--- src/rtl/cic_frame_demux.sv ---
// cic_frame_demux
//   Sink end of the CIC decimator's channel-multiplexed stream. Collects one beat
//   per channel into a collect bank, checks the channel order and the sop/eop
//   framing, and presents each complete frame as one wide word. The design is
//   double-buffered: a collect bank and an output bank. Input only stalls when a
//   complete frame is parked in the collect bank and the output bank is still
//   occupied.
// Ports
//   clk, reset              : single rising-edge clock, synchronous active-high reset
//   in_data/in_channel      : sample and its channel index
//   in_startofpacket/eop    : framing flags (sop on ch0, eop on the last channel)
//   in_error                : per-beat error flags, ORed over the frame
//   in_valid/in_ready       : input handshake
//   out_data                : frame, channel k at [k*DATA_W +: DATA_W]
//   out_error               : OR of in_error over the frame's beats
//   out_valid/out_ready     : output handshake, frame held until accepted
//   drop_count              : saturating count of dropped frames and stray beats
module cic_frame_demux #(
  parameter int NUM_CH = 16,
  parameter int DATA_W = 16,
  parameter int CH_W   = 4
) (
  input  logic                     clk,
  input  logic                     reset,
  input  logic [DATA_W-1:0]        in_data,
  input  logic [CH_W-1:0]          in_channel,
  input  logic                     in_startofpacket,
  input  logic                     in_endofpacket,
  input  logic [1:0]               in_error,
  input  logic                     in_valid,
  output logic                     in_ready,
  output logic [NUM_CH*DATA_W-1:0] out_data,
  output logic [1:0]               out_error,
  output logic                     out_valid,
  input  logic                     out_ready,
  output logic [7:0]               drop_count
);

  typedef enum logic [1:0] {
    IDLE    = 2'd0,
    COLLECT = 2'd1,
    HOLD    = 2'd2
  } state_t;

  localparam logic [CH_W-1:0] LAST_CH  = CH_W'(NUM_CH - 1);
  localparam logic [CH_W-1:0] FIRST_CH = '0;

  state_t                    state_r;
  state_t                    state_nxt_s;
  logic [CH_W-1:0]           exp_ch_r;
  logic [CH_W-1:0]           exp_nxt_s;
  logic [NUM_CH*DATA_W-1:0]  slots_r;
  logic [1:0]                err_r;

  logic accept_s;
  logic out_free_s;
  logic start_ok_s;
  logic wr_slot_s;
  logic new_frame_s;
  logic drop_s;
  logic load_direct_s;
  logic load_bank_s;

  assign accept_s   = in_valid & in_ready;
  // The output bank can take a frame when empty or being emptied this cycle.
  assign out_free_s = ~out_valid | out_ready;
  assign start_ok_s = in_startofpacket & (in_channel == FIRST_CH) & ~in_endofpacket;

  // State register.
  always_ff @(posedge clk) begin
    if (reset) begin
      state_r <= IDLE;
    end else begin
      state_r <= state_nxt_s;
    end
  end

  // Next-state and datapath-control decode.
  always_comb begin
    state_nxt_s   = state_r;
    exp_nxt_s     = exp_ch_r;
    wr_slot_s     = 1'b0;
    new_frame_s   = 1'b0;
    drop_s        = 1'b0;
    load_direct_s = 1'b0;
    load_bank_s   = 1'b0;
    case (state_r)
      IDLE: begin
        if (!accept_s) begin
          state_nxt_s = IDLE;
        end else if (start_ok_s) begin
          wr_slot_s   = 1'b1;
          new_frame_s = 1'b1;
          exp_nxt_s   = CH_W'(1);
          state_nxt_s = COLLECT;
        end else begin
          drop_s = 1'b1;
        end
      end
      COLLECT: begin
        if (!accept_s) begin
          state_nxt_s = COLLECT;
        end else if (in_startofpacket) begin
          // A new sop aborts the partial frame; a well-formed one restarts it.
          drop_s = 1'b1;
          if (start_ok_s) begin
            wr_slot_s   = 1'b1;
            new_frame_s = 1'b1;
            exp_nxt_s   = CH_W'(1);
            state_nxt_s = COLLECT;
          end else begin
            state_nxt_s = IDLE;
          end
        end else if (in_channel != exp_ch_r) begin
          drop_s      = 1'b1;
          state_nxt_s = IDLE;
        end else if ((exp_ch_r != LAST_CH) && !in_endofpacket) begin
          wr_slot_s = 1'b1;
          exp_nxt_s = exp_ch_r + CH_W'(1);
        end else if ((exp_ch_r == LAST_CH) && in_endofpacket) begin
          if (out_free_s) begin
            // Last beat goes straight into the output bank with the stored slots.
            load_direct_s = 1'b1;
            state_nxt_s   = IDLE;
          end else begin
            wr_slot_s   = 1'b1;
            state_nxt_s = HOLD;
          end
        end else begin
          drop_s      = 1'b1;
          state_nxt_s = IDLE;
        end
      end
      HOLD: begin
        if (out_free_s) begin
          load_bank_s = 1'b1;
          state_nxt_s = IDLE;
        end else begin
          state_nxt_s = HOLD;
        end
      end
      default: begin
        state_nxt_s = IDLE;
      end
    endcase
  end

  // Input handshake: closed while a full frame is parked, and during reset.
  always_comb begin
    if (reset) begin
      in_ready = 1'b0;
    end else if (state_r == HOLD) begin
      in_ready = 1'b0;
    end else begin
      in_ready = 1'b1;
    end
  end

  // Collect bank, output bank and drop counter.
  always_ff @(posedge clk) begin
    if (reset) begin
      exp_ch_r   <= '0;
      slots_r    <= '0;
      err_r      <= 2'b00;
      out_data   <= '0;
      out_error  <= 2'b00;
      out_valid  <= 1'b0;
      drop_count <= 8'd0;
    end else begin
      exp_ch_r <= exp_nxt_s;
      if (wr_slot_s) begin
        slots_r[int'(in_channel)*DATA_W +: DATA_W] <= in_data;
      end
      if (new_frame_s) begin
        err_r <= in_error;
      end else if (wr_slot_s) begin
        err_r <= err_r | in_error;
      end
      if (load_direct_s) begin
        out_data  <= {in_data, slots_r[(NUM_CH-1)*DATA_W-1:0]};
        out_error <= err_r | in_error;
        out_valid <= 1'b1;
      end else if (load_bank_s) begin
        out_data  <= slots_r;
        out_error <= err_r;
        out_valid <= 1'b1;
      end else if (out_ready) begin
        out_valid <= 1'b0;
      end
      if (drop_s && (drop_count != 8'hFF)) begin
        drop_count <= drop_count + 8'd1;
      end
    end
  end

endmodule
--- config.mk ---
export PLATFORM = sky130hd
export DESIGN_NAME = cic_frame_demux
export DESIGN_NICKNAME = d
export VERILOG_FILES = /design/src/rtl/cic_frame_demux.sv
export SDC_FILE = /design/constraint.sdc
export NUM_CORES = 1
export LEC_CHECK = 0
export ABC_AREA = 1
export BUFFER_PORTS_ARGS = -buffer_cell sky130_fd_sc_hd__buf_2
export CAP_MARGIN = 20
export CELL_PAD_IN_SITES_DETAIL_PLACEMENT = 1
export CELL_PAD_IN_SITES_GLOBAL_PLACEMENT = 2
export CORE_AREA = 5 5 230 344
export DETAILED_ROUTE_END_ITERATION = 16
export DIE_AREA = 0 0 235 349
export PLACE_DENSITY_LB_ADDON = 0.1
export REMOVE_ABC_BUFFERS = 1
export SYNTH_ARGS = -nofsm -noshare
export SYNTH_HDL_FRONTEND = slang
export SYNTH_SLANG_ARGS = --single-unit
export TNS_END_PERCENT = 30
--- constraint.sdc ---
create_clock -name clk -period 2.6 [get_ports clk]
set_input_delay 0.13 -clock clk [delete_from_list [all_inputs] [get_ports clk]]
set_output_delay 0.13 -clock clk [all_outputs]
set_load 0.03 [all_outputs]
Word level (Yosys, flattened, before mapping)
Index checks and enable logic that the tools add are counted.
{"block": "totals", "reg_bits": 531, "output_inout_bits": 268, "wordCells": 101, "input_bits": 28}
{"block": "op_classes", "shift": 2, "n_bitwise": 7, "add_sub_neg": 3, "eq_ne": 12, "reduce_logical": 12, "muxes": 57}
{"cell": "two-way mux 256 bit", "n": 2}
{"cell": "bitwise mux 256 bit", "n": 1}
{"cell": "variable shift 16 x 33 -> 256 bit (first input constant)", "n": 1}
{"cell": "variable part select 16 x 33 -> 256 bit", "n": 1}
{"cell": "negator 8 -> 33 bit", "n": 1}
{"cell": "two-way mux 1 bit", "n": 31}
{"cell": "two-way mux 2 bit", "n": 12}
{"cell": "two-way mux 4 bit", "n": 6}
{"cell": "inequality test 3 bit (second input constant)", "n": 3}
{"cell": "adder 8 x 1 -> 8 bit (second input constant)", "n": 1}
{"cell": "inequality test 8 bit (second input constant)", "n": 1}
{"cell": "one-hot mux 4 bit (2 select lines)", "n": 1}
{"cell": "one-hot mux 1 bit (2 select lines)", "n": 3}
{"cell": "one-hot mux 2 bit (3 select lines)", "n": 1}
{"cell": "nonzero test 2 bit", "n": 3}
{"cell": "inequality test 5 bit (second input constant)", "n": 1}
{"cell": "AND reduction 5 bit", "n": 1}
{"cell": "adder 4 x 1 -> 4 bit (second input constant)", "n": 1}
{"cell": "equality test 4 bit (second input constant)", "n": 1}
{"cell": "logical NOT 4 bit", "n": 1}
{"cell": "inequality test 2 bit (second input constant)", "n": 2}
{"cell": "inequality test 4 bit", "n": 1}
{"cell": "inequality test 4 bit (second input constant)", "n": 1}
{"cell": "AND 1 bit", "n": 3}
{"cell": "other kinds (10)", "n": 13}

Depth between registers and ports, before layout
Gate-level depths: netlist of the first run.
{"block": "depth", "word_depth": 11, "ltp_mapped": 14, "depth_no_buf": 12}

Worst setup path after synthesis of the first run
OpenSTA, ideal clock, no wires.
{"block": "synth_path", "kind": "input port to flip-flop", "from": "in in_channel[0]", "to": "reg slots_r[254]", "arrival_ns": 2.371, "path_stages": 13, "t_required_ns": 2.468, "setup_slack_ns": 0.097, "path_buffers": 3, "setup_ns": 0.132, "path_cell_list": "buf_2 inv_2 clkbuf_1 ha_1 inv_2 nand2_1 inv_1 nand3_2 nor3_4 nand2_1 buf_2 nand2_1 a21oi_1"}
{"block": "synth_via", "elab_chain_len": 7, "elab_cells_between_ends": 14, "cone_classes": "add/sub: 1; eq/ne: 1; shift: 2; mux: 7; bitwise: 2; reduce/logical: 1"}
{"element": "start: declaration", "line": "26", "text": "input logic [CH_W-1:0] in_channel,"}
{"element": "branches (longest 7 deep; another with negator 8 -> 33 bit)"}
{"element": "end signal: indexed assignment", "line": "172", "text": "slots_r[int'(in_channel)*DATA_W +: DATA_W] <= in_data;"}
{"element": "end: declaration", "line": "52", "text": "logic [NUM_CH*DATA_W-1:0] slots_r;"}
Parallel ways; which one is timed is not known.
A chain may end at the register's enable or synchronous reset.

Worst setup path after layout of the first run
{"block": "layout_path", "from": "reg exp_ch_r[1]", "to": "reg out_data[140]"}
{"block": "layout_via", "elab_chain_len": 9, "elab_cells_between_ends": 13, "cone_classes": "eq/ne: 3; mux: 7; reduce/logical: 3"}
{"element": "start: declaration", "line": "50", "text": "logic [CH_W-1:0] exp_ch_r;"}
{"element": "start signal: assignment", "line": "170", "text": "exp_ch_r <= exp_nxt_s;"}
{"element": "equality test 4 bit", "line": "120", "text": "end else if ((exp_ch_r == LAST_CH) && in_endofpacket) begin"}
{"element": "logical AND 1 bit", "line": "120"}
{"element": "two-way mux 1 bit", "line": "120"}
{"element": "two-way mux 1 bit", "line": "117", "text": "end else if ((exp_ch_r != LAST_CH) && !in_endofpacket) begin"}
{"element": "two-way mux 1 bit *", "line": "114", "text": "end else if (in_channel != exp_ch_r) begin"}
{"element": "two-way mux 1 bit *", "line": "103", "text": "end else if (in_startofpacket) begin"}
{"element": "two-way mux 1 bit *", "line": "101", "text": "if (!accept_s) begin"}
{"element": "two-way mux 1 bit *", "line": "87", "text": "case (state_r)"}
{"element": "two-way mux 256 bit / nonzero test 2 bit (equally long branches)"}
{"element": "end signal: assignment", "line": "180", "text": "out_data <= {in_data, slots_r[(NUM_CH-1)*DATA_W-1:0]};"}
{"element": "end signal: assignment", "line": "184", "text": "out_data <= slots_r;"}
{"element": "end: declaration", "line": "32", "text": "output logic [NUM_CH*DATA_W-1:0] out_data,"}
Mark *: on every way between the ends. The rest lies on a longest branch, timed or not.

==> impl_metrics.tcl, run 1 <==
set metrics [dict create \
    hpwl_um 60000 \
    drive_above_1_share_pct 17.2 \
    routed_wl_um 86500 \
    gr-total-overflow 0 \
    start_util_pct 28.7 \
    netlist_instances 2981 \
    cts_sinks 531 \
    maxCapViolations 0 \
    crit_type "register to register" \
    synthDistinctLibCells 30 \
    drc 0 \
    finalWorstSetupSlack_ps 176 \
    relSlewSlack_pct 5.21 \
    hp-class "primary input to register" \
    synth_top_cell_area_share_pct 48.8 \
    p_comb_share_pct 6.1 \
    critPathCaptureType "register" \
    clockBufferDepth 3 \
    met2RoutedLength_um 42600 \
    drtIter0Drc 1076 \
    rsz0062_at_grt "no" \
    synth_edf_count 0 \
    pwr-share-seq_pct 46.7 \
    clkLatencyLatePin_ps 630 \
    final-max-slew-violation-count 0 \
    clockPowerShare_pct 47.3 \
    fin_crit_ps 2420 \
    synth_top_area_cell "dfxtp_1" \
    power_density_nw_per_um2 649 \
    n_fill_cell 9283 \
    internal_power_w 0.0132 \
    grt_pass1_vias 22100 \
    status "finished, final reports clean" \
    pre_cts_ws_ps -15.5 \
    post-route-period-util_pct 93.2 \
    async_reset_ff_share_pct 0 \
    ios 296 \
    crit_arrival_ps 2960 \
    top_layer "met5" \
    core_um2 75900 \
    h-tree-depth 2 \
    worstMarginPinSlew_ps 1420 \
    num_vias 21300 \
    grtUsageTotal_pct 20.3 \
    cts_tree "done" \
    portBuffers 295 \
    vias_per_cell 4.99 \
    placedCellCount 4151 \
    syn_area_per_cell_um2 7.31 \
    dr.pass1.iters 5 \
    irDropWorstVdd_mv 0.437 \
    grt_pass1_wl_um 134000 \
    yosysMostFrequentCell "nor2_1" \
    hold_viol 0 \
    ant_nets 0 \
    antenna_found_initial 4 \
    required_ps 3130 \
    skew_ps 20.7 \
    numCtsBuffers 55 \
    crit_chain "ha_1, inv_1, nor3_2, inv_1, ha_1, nor4_2, nand2_2, nand2_8, buf_12, buf_12, o21ai_0, a21oi_1" \
    clk_pin_slew_ps 60 \
    gp_congestion 0.818 \
    wl_per_cell_um 20.2 \
    setup_violations 0 \
    swShare_pct 24.5 \
    ys_seq_elements 531 \
    critPathLaunchType "register" \
    met3_length_um 3210 \
    dieArea_um2 82000 \
    final.setup.tns_ps 0 \
    finalNonFillerCells 4273 \
    ys.flop_type "dfxtp_1" \
    syn_area_um2 21800 \
    worst-path-max-fanout 42 \
    slowest_stage "dfxtp_1" \
    ys_warn_count 0 \
    die_x_um 235 \
    p_switching_w 0.00427 \
    grt_start_max_net_pins 264 \
    root_buffer "clkbuf_16" \
    holdWs_ps 66.7 \
    synth_common_cells "586 x nor2_1, 531 x dfxtp_1, 381 x nand2_1, 337 x nand3_1, 286 x a21oi_1" \
    final_nets 3252 \
    ys_top_cells_by_area "dfxtp_1 49%, nor2_1 10%, nand3_1 7.7%" \
    power.leakage_nw 11.4 \
    rows 124 \
    die_h_um 349 \
    area_delta_synth_final_pct 23.3 \
    max_stage_delay_ps 350 \
    ys_seq_area_share_pct 48.8 \
    final_util_pct 35.4 \
    wl_met1_um 38200 \
    fmax_mhz 412 \
]
per-layer routing:
| metal | global-route usage (%) | up-vias |
|---|---|---|
| met5 | 0 | - |
| met4 | 5.88 | 2 |
| met3 | 3.05 | 118 |
| met2 | 35.9 | 373 |
| met1 | 25.6 | 10400 |
| li1 | - | 10400 |
timing repair:
| action | 4_1_cts | 5_1_grt |
|---|---|---|
| gates cloned | 0 | 1 |
| setup endpoints to repair | 2 | 270 |
| hold buffers | 17 | 0 |
| gates resized for setup | 2 | 3 |
| setup buffers | 0 | 0 |
| hold endpoints to repair | 22 | 0 |
power groups by stage:
stage	combinational, W	sequential (W)	clock (W)
floorplan	0.000465	0.00833	0
global placement	0.00103	0.00832	0
detailed placement	0.00104	0.00832	0
CTS	0.00106	0.00814	0.00856
global route	0.00114	0.00813	0.00885
finish	0.00106	0.00814	0.00824
layout by cell type (no fill, tap or decap), drive strengths merged:
master,Yosys,final
o31a,1,1
dlygate4sd3,0,17
a31oi,3,3
nor3,132,132
and2,1,1
or2,16,16
clkinv,0,11
nand2,385,385
nand3,341,341
o211a,1,1
a211oi,1,1
a21oi,286,286
o21ai,262,262
inv,73,73
dfxtp,531,531
buf,125,414
bufinv,0,3
nor2,593,593
xor2,3,3
clkinvlp,0,1
nor4b,1,1
nand4,26,26
xnor2,3,3
ha,6,6
diode,0,2
nor4,63,63
clkbuf,128,89
sequential cells by signal, indices dropped and copies added, names as in the netlist:
name	flops
out_error	2
out_valid	1
out_data	256
err_r	2
state_r	2
exp_ch_r	4
drop_count	8
slots_r	256
worst max-delay path: cells and delay by family, from the launching register on:
kind                     cells  cell delay, ps
AO/OA/AOI/OAI                2             310
adder cells (fa/ha/maj)      2             410
buffers and inverters        4             530
flip-flops                   1             350
AND/OR/NAND/NOR              4             690
stage by stage:
stage / power [W] / area, um^2
after floorplan: 0.00879 / 20700
after global placement: 0.00935 / 24800
after detailed placement: 0.00936 / 24800
after CTS: 0.0178 / 26800
after global routing: 0.0181 / 26800
final: 0.0174 / 26900
layout make-up:
cell class	count	area (um^2)	share of cell area [%]
Multi-Input combinational cell	2124	9850	36.7
Antenna cell	2	5.00	0.0186
Inverter	73	292	1.09
Sequential cell	531	10600	39.6
Timing Repair Buffer	433	2940	10.9
Tap cell	1008	1260	4.70
Clock inverter	15	164	0.610
Clock buffer	87	1710	6.37
path summary, 6_finish.rpt:
check | depth (start not counted) | to | slack (ps) | from
setup / recovery | 12 | out_data[140]$_SDFFE_PP0P_ | 180 | exp_ch_r[1]$_SDFFE_PP0P_
hold reg to reg | 2 | out_data[134]$_SDFFE_PP0P_ | 460 | slots_r[134]$_SDFFE_PP0P_
setup reg to reg | 12 | out_data[140]$_SDFFE_PP0P_ | 180 | exp_ch_r[1]$_SDFFE_PP0P_
hold / removal | 5 | slots_r[214]$_SDFFE_PP0P_ | 70 | in_data[6]
cell families (layout without fill, tap and decap cells):
| kind of cell | count (synthesis) | count (layout) | synth area share, % |
|---|---|---|---|
| and+or+nand+nor | 1558 | 1558 | 31.5 |
| other | 0 | 2 | 0 |
| AOI/OAI and AO/OA | 554 | 554 | 12.8 |
| adders and majority gates | 6 | 6 | 0.345 |
| buffers and inverters | 326 | 608 | 6.30 |
| DFF | 531 | 531 | 48.8 |
| xor gates and xnor gates | 6 | 6 | 0.276 |
(Power assumes the default switching activity.)
==> inputs of run 2 (changes only) <==
Settings changed: ABC_AREA 1 to unset, CORE_AREA 5 5 230 344 to 5 5 218 326, DIE_AREA 0 0 235 349 to 0 0 223 331.
==> impl_metrics.tcl, run 2 <==
set metrics [dict create \
    status "finished, final reports clean" \
    clkLatencyLatePin_ps 610 \
    crit_chain "ha_2, nand3_1, ha_2, or3b_4, a32o_2, buf_12, nand4_1, buf_6, buf_12, mux2i_1, nor2_1" \
    netlist_instances 2451 \
    start_util_pct 29.7 \
    core_um2 67600 \
    grtUsageTotal_pct 19.7 \
    ys_seq_area_share_pct 52.8 \
    power.leakage_nw 9.38 \
    internal_power_w 0.0127 \
    cts_sinks 531 \
    hp-class "primary input to register" \
    p_switching_w 0.00382 \
    syn_area_um2 20100 \
    clk_pin_slew_ps 60 \
    rows 117 \
    post-route-period-util_pct 96.9 \
    dr.pass1.iters 4 \
    ys_warn_count 0 \
    critPathCaptureType "register" \
    ys_top_cells_by_area "dfxtp_1 53%, nand2_1 13%, a21oi_1 9.4%" \
    ios 296 \
    mostFrequentLayoutCells "685 x nand2_1, 531 x dfxtp_1, 376 x a21oi_1" \
    numCtsBuffers 54 \
    portBuffers 295 \
    vias_per_cell 4.97 \
    max_stage_delay_ps 390 \
    antenna_cells 0 \
    ys_seq_elements 531 \
    largest_registers "out_data x256, slots_r x256, drop_count x8" \
    swShare_pct 23.1 \
    crit_arrival_ps 2980 \
    synthDistinctLibCells 62 \
    hold_viol 0 \
    die_x_um 223 \
    irDropWorstVdd_mv 0.356 \
    drc 0 \
    synthSimpleGateAreaFrac_pct 24.2 \
    async_reset_ff_share_pct 0 \
    wl_per_cell_um 21.2 \
    clockPowerShare_pct 47.0 \
    cts_tree "done" \
    h-tree-depth 2 \
    synth_xor_area_share_pct 0.417 \
    critPathTopFamily "simple AND/OR/NAND/NOR gates" \
    required_ps 3060 \
    final_util_pct 36.4 \
    fmax_mhz 397 \
    ant_nets 0 \
    yosysMostFrequentCell "nand2_1" \
    fin_crit_ps 2520 \
    final_common_cell "nand2_1" \
    synth_top_family_by_area "simple AND/OR/NAND/NOR gates" \
    gr-total-overflow 0 \
    synth_fa_ha_area_share_pct 0.373 \
    drive_above_1_share_pct 18.9 \
    synth_common_cells "685 x nand2_1, 531 x dfxtp_1, 376 x a21oi_1, 253 x nand3_1, 119 x clkbuf_1" \
    ys.flop_type "dfxtp_1" \
    syn_area_per_cell_um2 8.21 \
    critPathLaunchType "register" \
    p_comb_share_pct 3.8 \
    clockBufferDepth 3 \
    worst-path-max-fanout 23 \
    final_nets 2711 \
    slowest_stage "or3b_4" \
    skew_ps 17.5 \
    placedInstanceArea_um2 22700 \
    final-max-slew-violation-count 0 \
    pwr-share-seq_pct 49.2 \
    antenna_found_initial 2 \
    relSlewSlack_pct 30.8 \
    grt_pass1_vias 18500 \
    area_delta_synth_final_pct 22.4 \
    routed_wl_um 76400 \
    maxCapViolations 0 \
    synthMuxAreaShare_pct 3.33 \
    synth_top_cell_area_share_pct 52.8 \
    setup_violations 0 \
    synth_top_area_cell "dfxtp_1" \
    stdcell_area_um2 24600 \
    root_buffer "clkbuf_16" \
    crit_type "register to register" \
    worstMarginPinSlew_ps 1040 \
    grt_start_max_net_pins 139 \
    hpwl_um 47600 \
    dieArea_um2 73800 \
    gp_congestion 0.806 \
    die_h_um 331 \
    synth_compound_area_share_pct 13.4 \
    num_vias 17900 \
    grt_pass1_wl_um 115000 \
    cp_num_buf_inv 3 \
    drtIter0Drc 855 \
    synth_edf_count 0 \
    power_density_nw_per_um2 671 \
]
==> run 2: cell count changes after synthesis, moves of 67 or more <==
cell | previous run | this run
o21ai_0 | 262 | 57
a21oi_1 | 286 | 376
nor2_1 | 586 | 84
nand3_1 | 337 | 253
nand2_1 | 381 | 685
nor3_1 | 123 | 17
mux2i_1 | 0 | 67
==> run 2: cell families (layout without fill, tap and decap cells) <==
kind of cell | count (synthesis) | after routing
and+or+nand+nor | 1109 | 1109
xor gates and xnor gates | 7 | 7
DFF | 531 | 531
adders and majority gates | 6 | 6
AOI/OAI and AO/OA | 495 | 495
muxes | 67 | 67
buffers and inverters | 236 | 498
==> run 2: metal layers <==
metal  GRT usage [%]  part of all wire, %  wire length (um)
met5               0                    0                 0
met1            24.9                   44             33500
met3            3.05                  3.7              2850
met2            35.4                   50             38600
met4            4.54                  1.9              1480
==> run 2: cell type report <==
type | instances | area, um^2
clock buffers | 81 | 1540
clock inverters | 11 | 166
fillers | 8087 | 43000
inverters | 8 | 30.0
multi-input cells | 1684 | 8460
flip-flops and latches | 531 | 10600
well taps | 892 | 1120
repair buffers | 398 | 2690
==> run 2: power groups by stage <==
stage / registers, W / clock network (W) / logic [W]
after floorplan: 0.00832 / 0 / 0.000161
after global placement: 0.00832 / 0 / 0.000631
after detailed placement: 0.00832 / 0 / 0.000637
after CTS: 0.00814 / 0.00805 / 0.000645
after global routing: 0.00813 / 0.00834 / 0.000675
final: 0.00814 / 0.00777 / 0.000632
==> run 2: path summary, 6_finish.rpt <==
| path | from | to | slack (ps) | cells after the start |
|---|---|---|---|---|
| worst max-delay path | exp_ch_r[1]$_SDFFE_PP0P_ | slots_r[230]$_SDFFE_PP0P_ | 80 | 11 |
| worst min-delay path | in_startofpacket | exp_ch_r[3]$_SDFFE_PP0P_ | 90 | 4 |
| worst max register to register | exp_ch_r[1]$_SDFFE_PP0P_ | slots_r[230]$_SDFFE_PP0P_ | 80 | 11 |
| worst min register to register | out_data[204]$_SDFFE_PP0P_ | out_data[204]$_SDFFE_PP0P_ | 450 | 2 |
==> run 2: worst reg2reg max path, stage by stage (launching register included) <==
cell	delay, ps
dfxtp_1	350
ha_2	200
nand3_1	110
ha_2	220
or3b_4	400
a32o_2	260
buf_12	170
nand4_1	120
buf_6	130
buf_12	140
mux2i_1	210
nor2_1	60
==> run 2: timing repair <==
item	4_1_cts	5_1_grt
gates resized for setup	2	12
hold buffers	5	0
pin swaps	2	2
hold endpoints to repair	16	0
buffers inserted	1	7
endpoints found under the setup margin	21	180
cloned	0	4
==> run 2: metrics by stage <==
stage / TNS [ps] / worst slack (ps) / hold slack, ps / total power, W / cells
global route: -48.0 / -25.2 / 83.8 / 0.0172 / 3605
finish: 0 / 81.2 / 92.8 / 0.0165 / 3605
detailed placement: -1080 / -51.7 / 382 / 0.00896 / 3496
global placement: 0 / 4.92 / 367 / 0.00895 / 3496
floorplan: -973780 / -3730 / 199 / 0.00848 / 2223
CTS: 0 / 23.5 / 24.0 / 0.0168 / 3594
==> inputs of run 3 (changes only) <==
==> constraint.sdc (replaced) <==
create_clock -name clk -period 2.6 [get_ports clk]
set_input_delay 0.52 -clock clk [delete_from_list [all_inputs] [get_ports clk]]
set_output_delay 0.52 -clock clk [all_outputs]
set_load 0.03 [all_outputs]
==> impl_metrics.tcl, run 3 (same netlist as run 2, synthesis figures left out) <==
set metrics [dict create \
    drive_above_1_share_pct 20.4 \
    holdWs_ps 167 \
    antenna_cells 0 \
    clockPowerShare_pct 47.7 \
    root_buffer "clkbuf_16" \
    hp-class "primary input to register" \
    gp_congestion 0.804 \
    max_stage_delay_ps 350 \
    n_fill_cell 8064 \
    grt_pass1_wl_um 114000 \
    start_util_pct 29.7 \
    setup_violations 0 \
    final_nets 2736 \
    power.leakage_nw 9.65 \
    largest_registers "out_data x256, slots_r x256, drop_count x8" \
    power_density_nw_per_um2 668 \
    rsz0062_at_grt "yes" \
    worst-path-max-fanout 32 \
    critPathLaunchType "register" \
    maxCapViolations 0 \
    pre_cts_ws_ps -507 \
    clkLatencyLatePin_ps 620 \
    dr.pass1.iters 5 \
    internal_power_w 0.0129 \
    wl_per_cell_um 20.8 \
    die_x_um 223 \
    relSlewSlack_pct 21.6 \
    swShare_pct 23.3 \
    dieArea_um2 73800 \
    finalWorstSetupSlack_ps 106 \
    final.setup.tns_ps 0 \
    fin_crit_ps 2490 \
    clockBufferDepth 3 \
    skew_ps 24.3 \
    rows 117 \
    grt_pass1_vias 18500 \
    crit_type "register to register" \
    core_um2 67600 \
    required_ps 3130 \
    mostFrequentLayoutCells "683 x nand2_1, 529 x dfxtp_1, 371 x a21oi_1" \
    grt_start_max_net_pins 206 \
    p_switching_w 0.00391 \
    worstMarginPinSlew_ps 1180 \
    drtIter0Drc 842 \
    ios 296 \
    final_common_cell "nand2_1" \
    routed_wl_um 75600 \
    drc 0 \
    p_comb_share_pct 3.9 \
    numCtsBuffers 55 \
    vias_per_cell 4.97 \
    fmax_mhz 401 \
    clk_pin_slew_ps 60 \
    post-route-period-util_pct 95.9 \
    h-tree-depth 2 \
    hold_viol 0 \
    die_h_um 331 \
    gr-total-overflow 0 \
    critPathCaptureType "register" \
    irDropWorstVdd_mv 0.395 \
    pwr-share-seq_pct 48.4 \
    area_delta_synth_final_pct 25.2 \
    grtUsageTotal_pct 19.6 \
    portBuffers 295 \
    status "finished, final reports clean" \
    cts_tree "done" \
    final-max-slew-violation-count 0 \
    slowest_stage "dfxtp_2" \
    crit_chain "ha_4, nand3_2, inv_1, ha_2, nor2b_4, nand4_1, buf_4, o31ai_4, buf_6, buf_12, buf_16, nand2_1, a21oi_2" \
    cts_sinks 531 \
    antenna_found_initial 1 \
    hpwl_um 48100 \
    crit_arrival_ps 3020 \
    num_vias 18100 \
    ant_nets 0 \
]
==> run 3: stage by stage <==
stage	power [W]	util (%)	area (um^2)	std cells
floorplan	0.00848	-	19000	2223
global placement	0.00898	34.2	23100	3527
detailed placement	0.00899	34.2	23100	3527
CTS	0.0171	37.0	25100	3633
global route	0.0174	37.2	25200	3637
finish	0.0168	37.2	25200	3637
==> run 3: final cells by class <==
type                            count  area [um^2]  share of cell area (%)
Inverter                            8         30.0                   0.119
Clock inverter                     13          130                   0.517
Sequential cell                   531        10600                    42.2
Tap cell                          892         1120                    4.43
Timing Repair Buffer              422         3090                    12.3
Clock buffer                       87         1690                    6.70
Multi-Input combinational cell   1684         8500                    33.7
==> run 3: final timing paths <==
check | slack (ps) | cells past startpoint | start | to
min reg2reg | 450 | 2 | out_data[119]$_SDFFE_PP0P_ | out_data[119]$_SDFFE_PP0P_
max reg2reg | 110 | 13 | exp_ch_r[1]$_SDFFE_PP0P_ | out_data[56]$_SDFFE_PP0P_
max | 110 | 13 | exp_ch_r[1]$_SDFFE_PP0P_ | out_data[56]$_SDFFE_PP0P_
min | 170 | 2 | in_error[0] | err_r[0]$_SDFFE_PP0P_
==> run 3: routing by layer <==
| layer | global-route usage [%] | part of all wire (%) | vias up |
|---|---|---|---|
| met4 | 4.81 | 2.1 | 0 |
| met3 | 2.90 | 3.5 | 87 |
| met1 | 25.0 | 44 | 8904 |
| met5 | 0 | 0 | - |
| li1 | - | - | 8748 |
| met2 | 34.8 | 50 | 326 |
==> run 3: what timing repair did <==
item,CTS,global route
gates resized for setup,4,22
setup buffers,5,3
pin swaps,3,3
hold buffers,0,0
cloned,1,2
setup endpoints to repair,67,415
==> run 3: power by group through the flow <==
stage | Combinational (W) | Sequential, W | Clock, W
3_3_place_gp | 0.000664 | 0.00832 | 0
2_1_floorplan | 0.000161 | 0.00832 | 0
4_1_cts | 0.000669 | 0.00814 | 0.00833
6_report | 0.000657 | 0.00814 | 0.00803
5_1_grt | 0.000703 | 0.00813 | 0.00859
3_5_place_dp | 0.000669 | 0.00832 | 0
==> run 3: worst max-delay path, delay by kind of cell, from the launching register on <==
| kind | cells | cell delay [ps] |
|---|---|---|
| DFF | 1 | 350 |
| AOI/OAI and AO/OA | 2 | 380 |
| adders and majority gates | 2 | 320 |
| and+or+nand+nor | 4 | 530 |
| buffers and inverters | 5 | 800 |
